File: src/rtl/seven_seg_scan_ctrl_if.sv
// Signal bundle between the digit-value producer and the seven-segment scan controller.
// The master drives the BCD word and requests; the slave (controller) drives the display pins.
interface seven_seg_scan_ctrl_if #(
  parameter int NUM_DIGITS = 4
);
  logic                    enable;
  logic [4*NUM_DIGITS-1:0] digit_data;
  logic [NUM_DIGITS-1:0]   dp_in;
  logic [6:0]              seg;
  logic                    dp;
  logic [NUM_DIGITS-1:0]   an;
  logic                    frame_done;

  modport master (
    output enable, digit_data, dp_in,
    input  seg, dp, an, frame_done
  );

  modport slave (
    input  enable, digit_data, dp_in,
    output seg, dp, an, frame_done
  );
endinterface

File: src/rtl/seven_seg_scan_ctrl.sv
// Time-multiplexed scan controller for a multi-digit seven-segment display with blanking gaps.
// Optional leading-zero suppression is compiled in with SEVEN_SEG_LEADING_ZERO_BLANK_EN.
module seven_seg_scan_ctrl #(
  parameter int NUM_DIGITS   = 4,
  parameter int DIGIT_CYCLES = 100000,
  parameter int BLANK_CYCLES = 1000
) (
  input  logic                 clk,
  input  logic                 rst_n,
  seven_seg_scan_ctrl_if.slave bus
);

  localparam int MAX_CYCLES = (DIGIT_CYCLES > BLANK_CYCLES) ? DIGIT_CYCLES : BLANK_CYCLES;
  localparam int CNT_W      = (MAX_CYCLES > 1) ? $clog2(MAX_CYCLES) : 1;
  localparam int IDX_W      = (NUM_DIGITS > 1) ? $clog2(NUM_DIGITS) : 1;

  localparam logic [CNT_W-1:0] DIGIT_LAST = CNT_W'(DIGIT_CYCLES - 1);
  localparam logic [CNT_W-1:0] BLANK_LAST = CNT_W'(BLANK_CYCLES - 1);
  localparam logic [IDX_W-1:0] LAST_IDX   = IDX_W'(NUM_DIGITS - 1);

  typedef enum logic [1:0] {
    S_IDLE  = 2'd0,
    S_BLANK = 2'd1,
    S_ON    = 2'd2
  } state_e;

  state_e                  state_q, state_d;
  logic [IDX_W-1:0]        idx_q, idx_d;
  logic [CNT_W-1:0]        cnt_q, cnt_d;
  logic [4*NUM_DIGITS-1:0] snap_data_q, snap_data_d;
  logic [NUM_DIGITS-1:0]   snap_dp_q, snap_dp_d;
  logic [6:0]              seg_q, seg_d;
  logic                    dp_q, dp_d;
  logic [NUM_DIGITS-1:0]   an_q, an_d;
  logic                    frame_done_q, frame_done_d;
  logic                    take_snap;

  // Active-low {a,b,c,d,e,f,g}; non-BCD codes render as a blank digit.
  function automatic logic [6:0] seg_decode(input logic [3:0] nib);
    case (nib)
      4'd0:    seg_decode = 7'b0000001;
      4'd1:    seg_decode = 7'b1001111;
      4'd2:    seg_decode = 7'b0010010;
      4'd3:    seg_decode = 7'b0000110;
      4'd4:    seg_decode = 7'b1001100;
      4'd5:    seg_decode = 7'b0100100;
      4'd6:    seg_decode = 7'b0100000;
      4'd7:    seg_decode = 7'b0001111;
      4'd8:    seg_decode = 7'b0000000;
      4'd9:    seg_decode = 7'b0000100;
      default: seg_decode = 7'b1111111;
    endcase
  endfunction

`ifdef SEVEN_SEG_LEADING_ZERO_BLANK_EN
  logic [IDX_W-1:0] msd_q, msd_d;

  // Most significant non-zero digit; 0 when the whole word is zero so digit 0 always shows.
  function automatic logic [IDX_W-1:0] find_msd(input logic [4*NUM_DIGITS-1:0] data);
    find_msd = '0;
    for (int i = 0; i < NUM_DIGITS; i++) begin
      if (data[4*i +: 4] != 4'd0) find_msd = IDX_W'(i);
    end
  endfunction
`endif

  always_comb begin
    // NOTE: every variable gets a default before the case so no path can infer a latch.
    state_d      = state_q;
    idx_d        = idx_q;
    cnt_d        = cnt_q;
    snap_data_d  = snap_data_q;
    snap_dp_d    = snap_dp_q;
    frame_done_d = 1'b0;
    take_snap    = 1'b0;
    seg_d        = 7'b1111111;
    dp_d         = 1'b1;
    an_d         = '1;

    unique case (state_q)
      S_IDLE: begin
        if (bus.enable) begin
          take_snap = 1'b1;
          idx_d     = '0;
          cnt_d     = '0;
          state_d   = S_BLANK;
        end
      end
      S_BLANK: begin
        if (cnt_q == BLANK_LAST) begin
          cnt_d   = '0;
          state_d = S_ON;
        end else begin
          cnt_d = cnt_q + 1'b1;
        end
      end
      S_ON: begin
        if (cnt_q == DIGIT_LAST) begin
          cnt_d = '0;
          if (idx_q != LAST_IDX) begin
            idx_d   = idx_q + 1'b1;
            state_d = S_BLANK;
          end else begin
            idx_d        = '0;
            frame_done_d = 1'b1;
            if (bus.enable) begin
              take_snap = 1'b1;
              state_d   = S_BLANK;
            end else begin
              state_d = S_IDLE;
            end
          end
        end else begin
          cnt_d = cnt_q + 1'b1;
        end
      end
      default: state_d = S_IDLE;
    endcase

    if (take_snap) begin
      snap_data_d = bus.digit_data;
      snap_dp_d   = bus.dp_in;
    end

`ifdef SEVEN_SEG_LEADING_ZERO_BLANK_EN
    msd_d = msd_q;
    if (take_snap) msd_d = find_msd(bus.digit_data);
`endif

    // Pins are driven from the next state so anode and segments switch on the same edge.
    if (state_d == S_ON) begin
      an_d[idx_d] = 1'b0;
      seg_d       = seg_decode(snap_data_d[{idx_d, 2'b00} +: 4]);
      dp_d        = ~snap_dp_d[idx_d];
`ifdef SEVEN_SEG_LEADING_ZERO_BLANK_EN
      if (idx_d > msd_d) seg_d = 7'b1111111;
`endif
    end
  end

  // NOTE: sequential state uses non-blocking assignments so all registers update together.
  always_ff @(posedge clk or negedge rst_n) begin
    if (!rst_n) begin
      state_q      <= S_IDLE;
      idx_q        <= '0;
      cnt_q        <= '0;
      snap_data_q  <= '0;
      snap_dp_q    <= '0;
      seg_q        <= 7'b1111111;
      dp_q         <= 1'b1;
      an_q         <= '1;
      frame_done_q <= 1'b0;
    end else begin
      state_q      <= state_d;
      idx_q        <= idx_d;
      cnt_q        <= cnt_d;
      snap_data_q  <= snap_data_d;
      snap_dp_q    <= snap_dp_d;
      seg_q        <= seg_d;
      dp_q         <= dp_d;
      an_q         <= an_d;
      frame_done_q <= frame_done_d;
    end
  end

`ifdef SEVEN_SEG_LEADING_ZERO_BLANK_EN
  always_ff @(posedge clk or negedge rst_n) begin
    if (!rst_n) msd_q <= '0;
    else        msd_q <= msd_d;
  end
`endif

  assign bus.seg        = seg_q;
  assign bus.dp         = dp_q;
  assign bus.an         = an_q;
  assign bus.frame_done = frame_done_q;

endmodule

File: src/flat_wrapper.sv
// flat-port wrapper written by rule: the top's interface ports become plain ports
module seven_seg_scan_ctrl_flat 
#(
  parameter int NUM_DIGITS   = 4,
  parameter int DIGIT_CYCLES = 100000,
  parameter int BLANK_CYCLES = 1000
)
  (clk, rst_n, bus_enable, bus_digit_data, bus_dp_in, bus_seg, bus_dp, bus_an, bus_frame_done);
  seven_seg_scan_ctrl_if #(.NUM_DIGITS(NUM_DIGITS)) bus_i ();
  input  logic clk;
  input  logic rst_n;
  input wire logic [$bits(bus_i.enable)-1:0] bus_enable;
  input wire logic [$bits(bus_i.digit_data)-1:0] bus_digit_data;
  input wire logic [$bits(bus_i.dp_in)-1:0] bus_dp_in;
  output wire logic [$bits(bus_i.seg)-1:0] bus_seg;
  output wire logic [$bits(bus_i.dp)-1:0] bus_dp;
  output wire logic [$bits(bus_i.an)-1:0] bus_an;
  output wire logic [$bits(bus_i.frame_done)-1:0] bus_frame_done;
  assign bus_i.enable = bus_enable;
  assign bus_i.digit_data = bus_digit_data;
  assign bus_i.dp_in = bus_dp_in;
  assign bus_seg = bus_i.seg;
  assign bus_dp = bus_i.dp;
  assign bus_an = bus_i.an;
  assign bus_frame_done = bus_i.frame_done;
  seven_seg_scan_ctrl #(.NUM_DIGITS(NUM_DIGITS), .DIGIT_CYCLES(DIGIT_CYCLES), .BLANK_CYCLES(BLANK_CYCLES)) u_core (.clk(clk), .rst_n(rst_n), .bus(bus_i));
endmodule
File: config.mk
export PLATFORM = sky130hd
export DESIGN_NAME = seven_seg_scan_ctrl_flat
export DESIGN_NICKNAME = d
export VERILOG_FILES = /design/src/rtl/seven_seg_scan_ctrl_if.sv /design/src/rtl/seven_seg_scan_ctrl.sv /design/src/flat_wrapper.sv
export SDC_FILE = /design/constraint.sdc
export NUM_CORES = 1
export LEC_CHECK = 0
export CORE_ASPECT_RATIO = 1.5
export CORE_MARGIN = 2
export CORE_UTILIZATION = 57
export CTS_BUF_LIST = sky130_fd_sc_hd__clkbuf_2 sky130_fd_sc_hd__clkbuf_4 sky130_fd_sc_hd__clkbuf_8
export DETAILED_ROUTE_END_ITERATION = 16
export HOLD_SLACK_MARGIN = 0.02
export PLACE_DENSITY = 0.82
export SETUP_SLACK_MARGIN = 0.15
export SLEW_MARGIN = 20
export SYNTH_ARGS = -nofsm -noshare
export SYNTH_HDL_FRONTEND = slang
export SYNTH_SLANG_ARGS = --single-unit
File: constraint.sdc
create_clock -name clk -period 4.5 [get_ports clk]
set_input_delay 0.45 -clock clk [delete_from_list [all_inputs] [get_ports clk]]
set_output_delay 0.45 -clock clk [all_outputs]
set_load 0.005 [all_outputs]
==> impl_metrics.ini, run 1 <==
[status]
status = completed

[detailed_routing]
wl_um = 5925
ant_nets = 0
drt_iter0_drc = 182
num_vias = 2132
drc = 0
drt-vias-per-instance = 5.825
first_pass_iters = 4
routedWlPerCell_um = 16.19

[place]
dp_hpwl_um = 4246
post-place-ws_ns = 0.7651
gp_congestion = 0.9165
numPlacedInstances = 358
port_buffers = 35

[sta]
holdWs_ns = 0.2386
max_freq_mhz = 265.4
rsz0062_at_grt = no
clock-skew-final_ns = 0.01339
period_share = 0.8372
fin_crit_ns = 3.767
tightest_slew_ns = 0.8280
hold_viol = 0
fin_ws_ns = 0.7327
fin_tns_setup_ns = 0
slew_headroom = 0.4468
drv_slew = 0
setup_viol = 0

[finish]
syn_to_final_growth_pct = 17.45
final_core_util = 0.7017
n_fill_cell = 376
final_cell_mix = dfrtp_1, clkdlybuf4s50_1, mux2_2, o21ai_0, nor2_1
multi_input_area_um2 = 1428
num_antenna_cells = 0
layout_commonest_cell = dfrtp_1
seq_area_um2 = 1366
num-nets-final = 334
finalNonFillerCells = 366
drive_above_1_share = 0.2133

[floorplanning]
initial_core_util = 0.5974
io_pins = 36
die_y_um = 91.31
die_area_um2 = 5680
core_um2 = 4848
die_x_um = 62.21
fp-row-count = 31

[pwr]
p_int_mw = 0.9918
p_leak_nw = 1.366
seq_power_share = 0.414
p_per_area_nw_per_um2 = 452.2
power_frac_clock = 0.181
switching_share = 0.3553
p_sw_mw = 0.5466
power_frac_comb = 0.405
vdd_drop_max_v = 0.0003298

[clock_network]
clock-sinks = 54
cts_htree_levels = 2
cts_max_path_buffers = 2
clk_pin_slew_ns = 0.11
holdBufCountCts = 0
cts_resized = 0
ctsRootBufferMaster = clkbuf_8
cts_tree = yes
clk-insertion-delay-late_ns = 0.32
postCtsSetupRepairBufs = 0
numCtsBuffers = 5

[grt]
grt_usage = 0.2253
grt_pass1_wl_um = 10220
antenna_found_initial = 0
grt_pass1_vias = 2291
grt-ovfl-total = 0
grt_max_degree = 55

[logic_synthesis]
syn_avg_cell_area_um2 = 11.06
synth-seq-area-share = 0.4717
synth_top_area_cell = dfrtp_1
synthTopCellsByArea = dfrtp_1, dfstp_2, mux2_2
synth.top_cell.area_share = 0.3629
synth.distinct_cells = 55
ys_warn_count = 0
synthArstFlopShare = 1.000
synth_ff_type = dfrtp_1
synth_cells = 262
syn-num-nets = 297
ys_seq_elements = 54
synth_edf_count = 0
synth.cell_area_um2 = 2897

[worst_setup_path]
criticalPathCategory = flop to flop
reg2reg_depth = 11
worstPathArrival_ns = 4.00
critPathRequiredTime_ns = 4.74
critPathMaxFanout = 11
start_kind = flop
end_kind = flop

[run]
cap_violations = 0

[min_path]
hp-class = input pin to async pin
==> stage by stage <==
step / power (mW) / instance area (um^2)
floorplan: 1.118 / 2897
global placement: 1.244 / 3312
detailed placement: 1.270 / 3312
CTS: 1.549 / 3402
global route: 1.642 / 3402
finish: 1.538 / 3402
==> power by group through the flow <==
stage               clock network, mW  registers, mW  logic (mW)
floorplan                           0          0.632       0.486
global placement                    0          0.642       0.602
detailed placement                  0          0.648       0.622
CTS                             0.284          0.639       0.626
global route                    0.302          0.652       0.689
finish                          0.278          0.637       0.624
==> metal layers <==
layer	GRT usage	share of wire	vias up
li1	-	-	1011
met1	0.2420	0.40	1041
met2	0.4203	0.54	59
met3	0.03841	0.029	21
met4	0.1111	0.038	0
met5	0	0	-
==> sequential cells by signal, indices dropped and copies added, names as in the netlist <==
register / cells
u_core.cnt_q: 17
u_core.snap_data_q: 16
u_core.bus.seg: 7
u_core.bus.an: 4
u_core.snap_dp_q: 4
u_core.idx_q: 2
u_core.state_q: 2
u_core.bus.dp: 1
u_core.bus.frame_done: 1
==> synth_stat cells (all sizes together) (2+ instances only) <==
master and n:
nor3b 2, inv 10, a22oi 4, xor2 4
nand4 5, or3b 2, nor2b 7, and4 2
xnor2 2, nor2 17, buf 6, nand3b 4
o21ai 26, nand3 8, o211ai 2, dfrtp 42
nand2b 3, a21oi 6, mux2 26, nor4 3
and3 3, nand4b 3, mux2i 11, a221oi 2
ha 12, o31ai 6, dfstp 12, nand2 12
or4 2, clkbuf 6
==> worst max-delay path, stage by stage, from the launching register on <==
cell      delay [ns]
dfrtp_1         0.43
or4_4           0.57
or4_1           0.65
o21ai_1         0.22
buf_4           0.22
mux2_2          0.36
or3b_2          0.46
nand4_2         0.19
inv_2           0.10
ha_1            0.19
a21o_1          0.15
o211ai_1        0.16
==> cell families after synthesis <==
logic type / count (synthesis) / synth area share
xor gates and xnor gates: 6 / 0.01814
adders and majority gates: 12 / 0.05183
and+or+nand+nor: 79 / 0.1616
muxes: 37 / 0.1404
AOI/OAI and AO/OA: 52 / 0.1210
DFF: 54 / 0.4717
buffers and inverters: 22 / 0.03541
==> final cells by class <==
cell class              instances  share of cell area
repair buffers                 42              0.1170
inverters                      10             0.01103
clock inverters                 3            0.006252
multi-input cells             186              0.4196
clock buffers                   5             0.02023
well taps                      66             0.02427
flip-flops and latches         54              0.4016
==> path summary, 6_finish.rpt <==
| check | from | end | slack (ns) |
|---|---|---|---|
| hold / removal | rst_n | u_core.cnt_q[6] | 0.24 |
| setup reg to reg | u_core.cnt_q[14] | u_core.bus.seg[2] | 0.73 |
| max in group asynchronous | rst_n | u_core.state_q[0] | 3.80 |
| min in group clk | u_core.snap_data_q[9] | u_core.snap_data_q[9] | 0.50 |
| hold reg to reg | u_core.snap_data_q[9] | u_core.snap_data_q[9] | 0.50 |
| setup / recovery | u_core.cnt_q[14] | u_core.bus.seg[2] | 0.73 |
Note: power is estimated with default switching activity, not from simulation.
==> run 2, diff against run 1 <==
clock period = 3.7 ns   (was 4.5 ns; I/O delays follow)
==> run 2 against run 1 <==
Compared with the run above:
- via count increased by 3.8%
- clock-buffer cell count increased by 2
- sequential power increased by 21%
- critical path depth unchanged
- critical endpoint unchanged
==> impl_metrics.ini, run 2 (synthesis gave the netlist of run 1 again) <==
[finish]
num-nets-final = 346
seq_area_um2 = 1366
layout_commonest_cell = dfrtp_1
final_cell_mix = dfrtp_1, clkdlybuf4s50_1, o21ai_0
num_antenna_cells = 0
drive_above_1_share = 0.2660
stdcell_area_um2 = 3598
top_register = u_core.cnt_q
largest_reg_flops = 17
syn_to_final_growth_pct = 24.23
final_core_util = 0.7422
multi_input_area_um2 = 1473
n_fill_cell = 337

[grt]
grt_pass1_vias = 2331
grt_pass1_wl_um = 10970
grt-ovfl-total = 0
antenna_found_initial = 0
grt_max_degree = 30
grt_usage = 0.2428

[clock_network]
clk_pin_slew_ns = 0.10
numCtsBuffers = 5
holdBufCountCts = 0
cts_htree_levels = 2
clk-insertion-delay-late_ns = 0.31
ctsRootBufferMaster = clkbuf_8
cts_max_path_buffers = 2
clock-sinks = 54
cts_tree = yes

[floorplanning]
io_pins = 36
die_y_um = 91.31
fp-row-count = 31
initial_core_util = 0.5974
die_area_um2 = 5680
core_um2 = 4848
die_x_um = 62.21

[pwr]
switching_share = 0.3359
power_frac_clock = 0.202
p_per_area_nw_per_um2 = 562.1
p_sw_mw = 0.6795
p_leak_nw = 1.477
vdd_drop_max_v = 0.0004558
seq_power_share = 0.382
p_int_mw = 1.343
power_frac_comb = 0.416

[run]
cap_violations = 0

[worst_setup_path]
worstSetupEndpoint = u_core.bus.seg[2]
critPathRequiredTime_ns = 3.93
reg2reg_from = u_core.cnt_q[8]
start_kind = flop
r2r_end = u_core.bus.seg[2]
rrSetupSlack_ns = 0.24
reg2reg_depth = 11
critPathMaxFanout = 10
cpPeakStageDelay_ns = 0.57
crit_start = u_core.cnt_q[8]
criticalPathCategory = flop to flop
worstPathArrival_ns = 3.69
crit_chain = or4bb_1, or4_4, o21ai_4, buf_12, mux2_2, or3b_2, nand4_4, inv_2, ha_1, a21o_1, o211ai_1
end_kind = flop
slowest_stage = or4_4

[detailed_routing]
drt-vias-per-instance = 5.857
drt_iter0_drc = 176
wl_met2_um = 3443
num_vias = 2214
drc = 0
ant_nets = 0
met3WireLength_um = 252
top_layer_used = met4
drt-met1-wl_um = 2446
wl_um = 6332
first_pass_iters = 4
routedWlPerCell_um = 16.75

[sta]
slew_headroom = 0.4625
period_share = 0.9347
fin_ws_ns = 0.2416
rsz0062_at_grt = no
max_freq_mhz = 289.2
setup_viol = 0
hold_viol = 0
clock-skew-final_ns = 0.01303
tightest_slew_ns = 0.8046
fin_crit_ns = 3.458
drv_slew = 0

[place]
dp_hpwl_um = 4245
gp_congestion = 0.8983
post-place-ws_ns = -0.007492
port_buffers = 35
placed_area_um2 = 3369

[min_path]
hp-class = input pin to async pin

[status]
status = completed
==> run 2: power groups by stage <==
stage / logic [mW] / registers (mW) / clock network [mW]
4_1_cts: 0.816 / 0.770 / 0.412
2_1_floorplan: 0.591 / 0.769 / 0
3_5_place_dp: 0.773 / 0.780 / 0
5_1_grt: 0.932 / 0.787 / 0.439
3_3_place_gp: 0.754 / 0.775 / 0
6_report: 0.842 / 0.772 / 0.408
==> run 2: cell type report <==
type                       count  share of cell area
sequential                    54              0.3797
clock buffer                   7             0.02330
clock inverter                 1            0.008345
timing repair buffer          54              0.1460
inverter                      10             0.01043
multi-input combinational    186              0.4092
tap                           66             0.02295
==> run 2: how the worst min path moves through the flow <==
stage,startpoint,to,slack (ns),depth (start not counted)
after CTS,rst_n,u_core.cnt_q[6],0.10,1
after global routing,rst_n,u_core.cnt_q[6],0.13,1
final,rst_n,u_core.cnt_q[6],0.08,1
after global placement,rst_n,u_core.cnt_q[9],0.43,1
after detailed placement,rst_n,u_core.cnt_q[9],0.44,1
after floorplan,rst_n,u_core.bus.frame_done,0.07,0
==> run 2: worst max-delay path, delay by kind of cell, from the launching register on <==
kind | cells | cell delay, ns
AO/OA/AOI/OAI | 3 | 0.52
adder cells (fa/ha/maj) | 1 | 0.19
buffers and inverters | 2 | 0.25
flip-flops | 1 | 0.39
multiplexers | 1 | 0.34
AND/OR/NAND/NOR | 4 | 1.69
==> run 2: per-layer routing <==
| metal | vias to the layer above | global-route usage |
|---|---|---|
| li1 | 1044 | - |
| met1 | 1090 | 0.2700 |
| met2 | 62 | 0.4520 |
| met3 | 18 | 0.04213 |
| met4 | 0 | 0.1000 |
| met5 | - | 0 |
==> run 2: timing repair <==
item / CTS / global route
cloned: 1 / 0
gates resized for setup: 7 / 3
setup endpoints to repair: 7 / 7
setup buffers: 2 / 3
pin swaps: 3 / 4
==> run 2: stage by stage <==
stage	power, mW	instances	setup TNS, ns	hold WS, ns
after global placement	1.529	364	0	0.4341
after detailed placement	1.553	364	-0.007492	0.4418
after CTS	1.997	375	0	0.1028
final	2.023	378	0	0.07945
after floorplan	1.360	262	0	0.07441
after global routing	2.158	378	0	0.1267
==> run 3, diff against run 2 <==
ABC_CLOCK_PERIOD_IN_PS = 3700   (was default)
CORE_UTILIZATION = 55   (was 57)
CTS_BUF_LIST = sky130_fd_sc_hd__clkbuf_16   (was sky130_fd_sc_hd__clkbuf_2 sky130_fd_sc_hd__clkbuf_4 sky130_fd_sc_hd__clkbuf_8)
MAX_ROUTING_LAYER = met4   (was default)
PLACE_DENSITY = 0.79   (was 0.82)
==> run 3 against run 2 <==
Compared with the run above:
- die area up 3.4%
- clock skew fell by 0.0076 ns
- core utilization fell by 1.2 points
- largest cell class unchanged
- routed wire length grew 7.8%
- global-route usage decreased by 0.95 points
- first-iteration DRC count grew 35%
- non-clock buffer count increased by 9
- register-to-register slack got worse by 0.04 ns
- largest power group unchanged
- sequential share of layout area shrank 1.5 points
- cell count grew 2.9%
- sequential power rose by 1%
- clock-buffer cell count is 2 lower
==> impl_metrics.ini, run 3 (synthesis gave the netlist of run 1 again) <==
[worst_setup_path]
end_kind = flop
r2r_end = u_core.bus.seg[6]
critPathRequiredTime_ns = 3.90
worstSetupEndpoint = u_core.bus.seg[6]
critPathMaxFanout = 6
worstPathArrival_ns = 3.69
criticalPathCategory = flop to flop
reg2reg_depth = 10
rrSetupSlack_ns = 0.20
start_kind = flop
reg2reg_from = u_core.cnt_q[11]
crit_start = u_core.cnt_q[11]

[place]
gp_congestion = 0.8465
dp_hpwl_um = 4440
numPlacedInstances = 367
port_buffers = 35
post-place-ws_ns = 0.07216

[floorplanning]
die_x_um = 63.26
die_area_um2 = 5875
core_um2 = 5125
die_y_um = 92.88
io_pins = 36
fp-row-count = 32
initial_core_util = 0.5652

[detailed_routing]
drt-vias-per-instance = 5.846
ant_nets = 0
num_vias = 2274
routedWlPerCell_um = 17.56
drt_iter0_drc = 238
drc = 0
first_pass_iters = 5
wl_um = 6829

[sta]
setup_viol = 0
drv_slew = 0
hold_viol = 0
clock-skew-final_ns = 0.005393
tightest_slew_ns = 0.6603
fin_tns_setup_ns = 0
max_freq_mhz = 286.1
slew_headroom = 0.5588
rsz0062_at_grt = yes
fin_crit_ns = 3.495
period_share = 0.9446
fin_ws_ns = 0.2048

[pwr]
seq_power_share = 0.361
p_int_mw = 1.430
switching_share = 0.3401
power_frac_clock = 0.220
p_sw_mw = 0.7367
vdd_drop_max_v = 0.0003801
p_per_area_nw_per_um2 = 578.7
p_leak_nw = 1.541
power_frac_comb = 0.419

[clock_network]
clk_pin_slew_ns = 0.07
cts_max_path_buffers = 2
clock-sinks = 54
numCtsBuffers = 5
cts_htree_levels = 2
cts_tree = yes
ctsRootBufferMaster = clkbuf_16
clk-insertion-delay-late_ns = 0.29

[finish]
finalNonFillerCells = 389
n_fill_cell = 357
syn_to_final_growth_pct = 29.24
largest_reg_flops = 17
layout_commonest_cell = dfrtp_1
final_cell_mix = dfrtp_1, clkdlybuf4s50_1, o21ai_0
drive_above_1_share = 0.2897
top_register = u_core.cnt_q
num_antenna_cells = 0
num-nets-final = 355
final_core_util = 0.7305

[grt]
grt_usage = 0.2333
grt_pass1_vias = 2258
grt_pass1_wl_um = 10460
grt-ovfl-total = 0
antenna_found_initial = 0
grt_max_degree = 35

[min_path]
hp-class = input pin to async pin

[status]
status = completed

[run]
cap_violations = 0
## run 3: power by group through the flow
| stage | sequential [mW] | clock, mW | combinational [mW] |
|---|---|---|---|
| floorplan | 0.769 | 0 | 0.591 |
| global placement | 0.779 | 0 | 0.742 |
| detailed placement | 0.786 | 0 | 0.763 |
| CTS | 0.778 | 0.484 | 0.786 |
| global route | 0.796 | 0.505 | 0.990 |
| finish | 0.783 | 0.477 | 0.907 |
## run 3: area by class of cell
type,instances,area [um^2],share of cell area
multi-input combinational,186,1510,0.4034
sequential,54,1366,0.3650
timing repair buffer,63,591.8,0.1581
clock buffer,5,125.1,0.03342
tap,68,85.08,0.02273
inverter,10,40.04,0.01070
clock inverter,3,25.02,0.006684
## run 3: worst min-delay path by stage
| stage | depth (start not counted) | endpoint | slack [ns] | start |
|---|---|---|---|---|
| floorplan | 0 | u_core.bus.frame_done | 0.07 | rst_n |
| global placement | 1 | u_core.cnt_q[8] | 0.35 | rst_n |
| detailed placement | 1 | u_core.cnt_q[8] | 0.36 | rst_n |
| CTS | 1 | u_core.cnt_q[8] | 0.04 | rst_n |
| global route | 1 | u_core.cnt_q[8] | 0.07 | rst_n |
| finish | 1 | u_core.cnt_q[8] | 0.02 | rst_n |
## run 3: worst max-delay path, cell delays in order (launching register included)
cell	delay, ns
dfrtp_1	0.43
or4_4	0.56
or4_4	0.55
o21ai_4	0.27
buf_6	0.16
buf_6	0.10
mux2_4	0.30
mux2_4	0.27
mux2_4	0.32
a2111oi_4	0.33
a22oi_1	0.12
## run 3: timing repair
| action | CTS | global route |
|---|---|---|
| hold buffers | 0 | 0 |
| resized for setup | 4 | 18 |
| cloned | 0 | 1 |
| setup buffers | 3 | 10 |
| endpoints found under the setup margin | 7 | 7 |
| pin swaps | 0 | 9 |
## run 3: metal layers
metal | vias to the layer above | wire length [um] | GRT usage
met2 | 74 | 3715 | 0.4335
li1 | 1061 | - | -
met1 | 1115 | 2631 | 0.2468
met3 | 24 | 244 | 0.03888
met4 | 0 | 237 | 0.08333
met5 | - | 0 | -
## run 3: through the flow
stage	hold slack [ns]	cell area (um^2)	total power, mW
finish	0.01839	3744	2.166
global route	0.06844	3744	2.291
CTS	0.04139	3555	2.048
detailed placement	0.3557	3367	1.549
global placement	0.3521	3367	1.522
floorplan	0.07441	2897	1.360
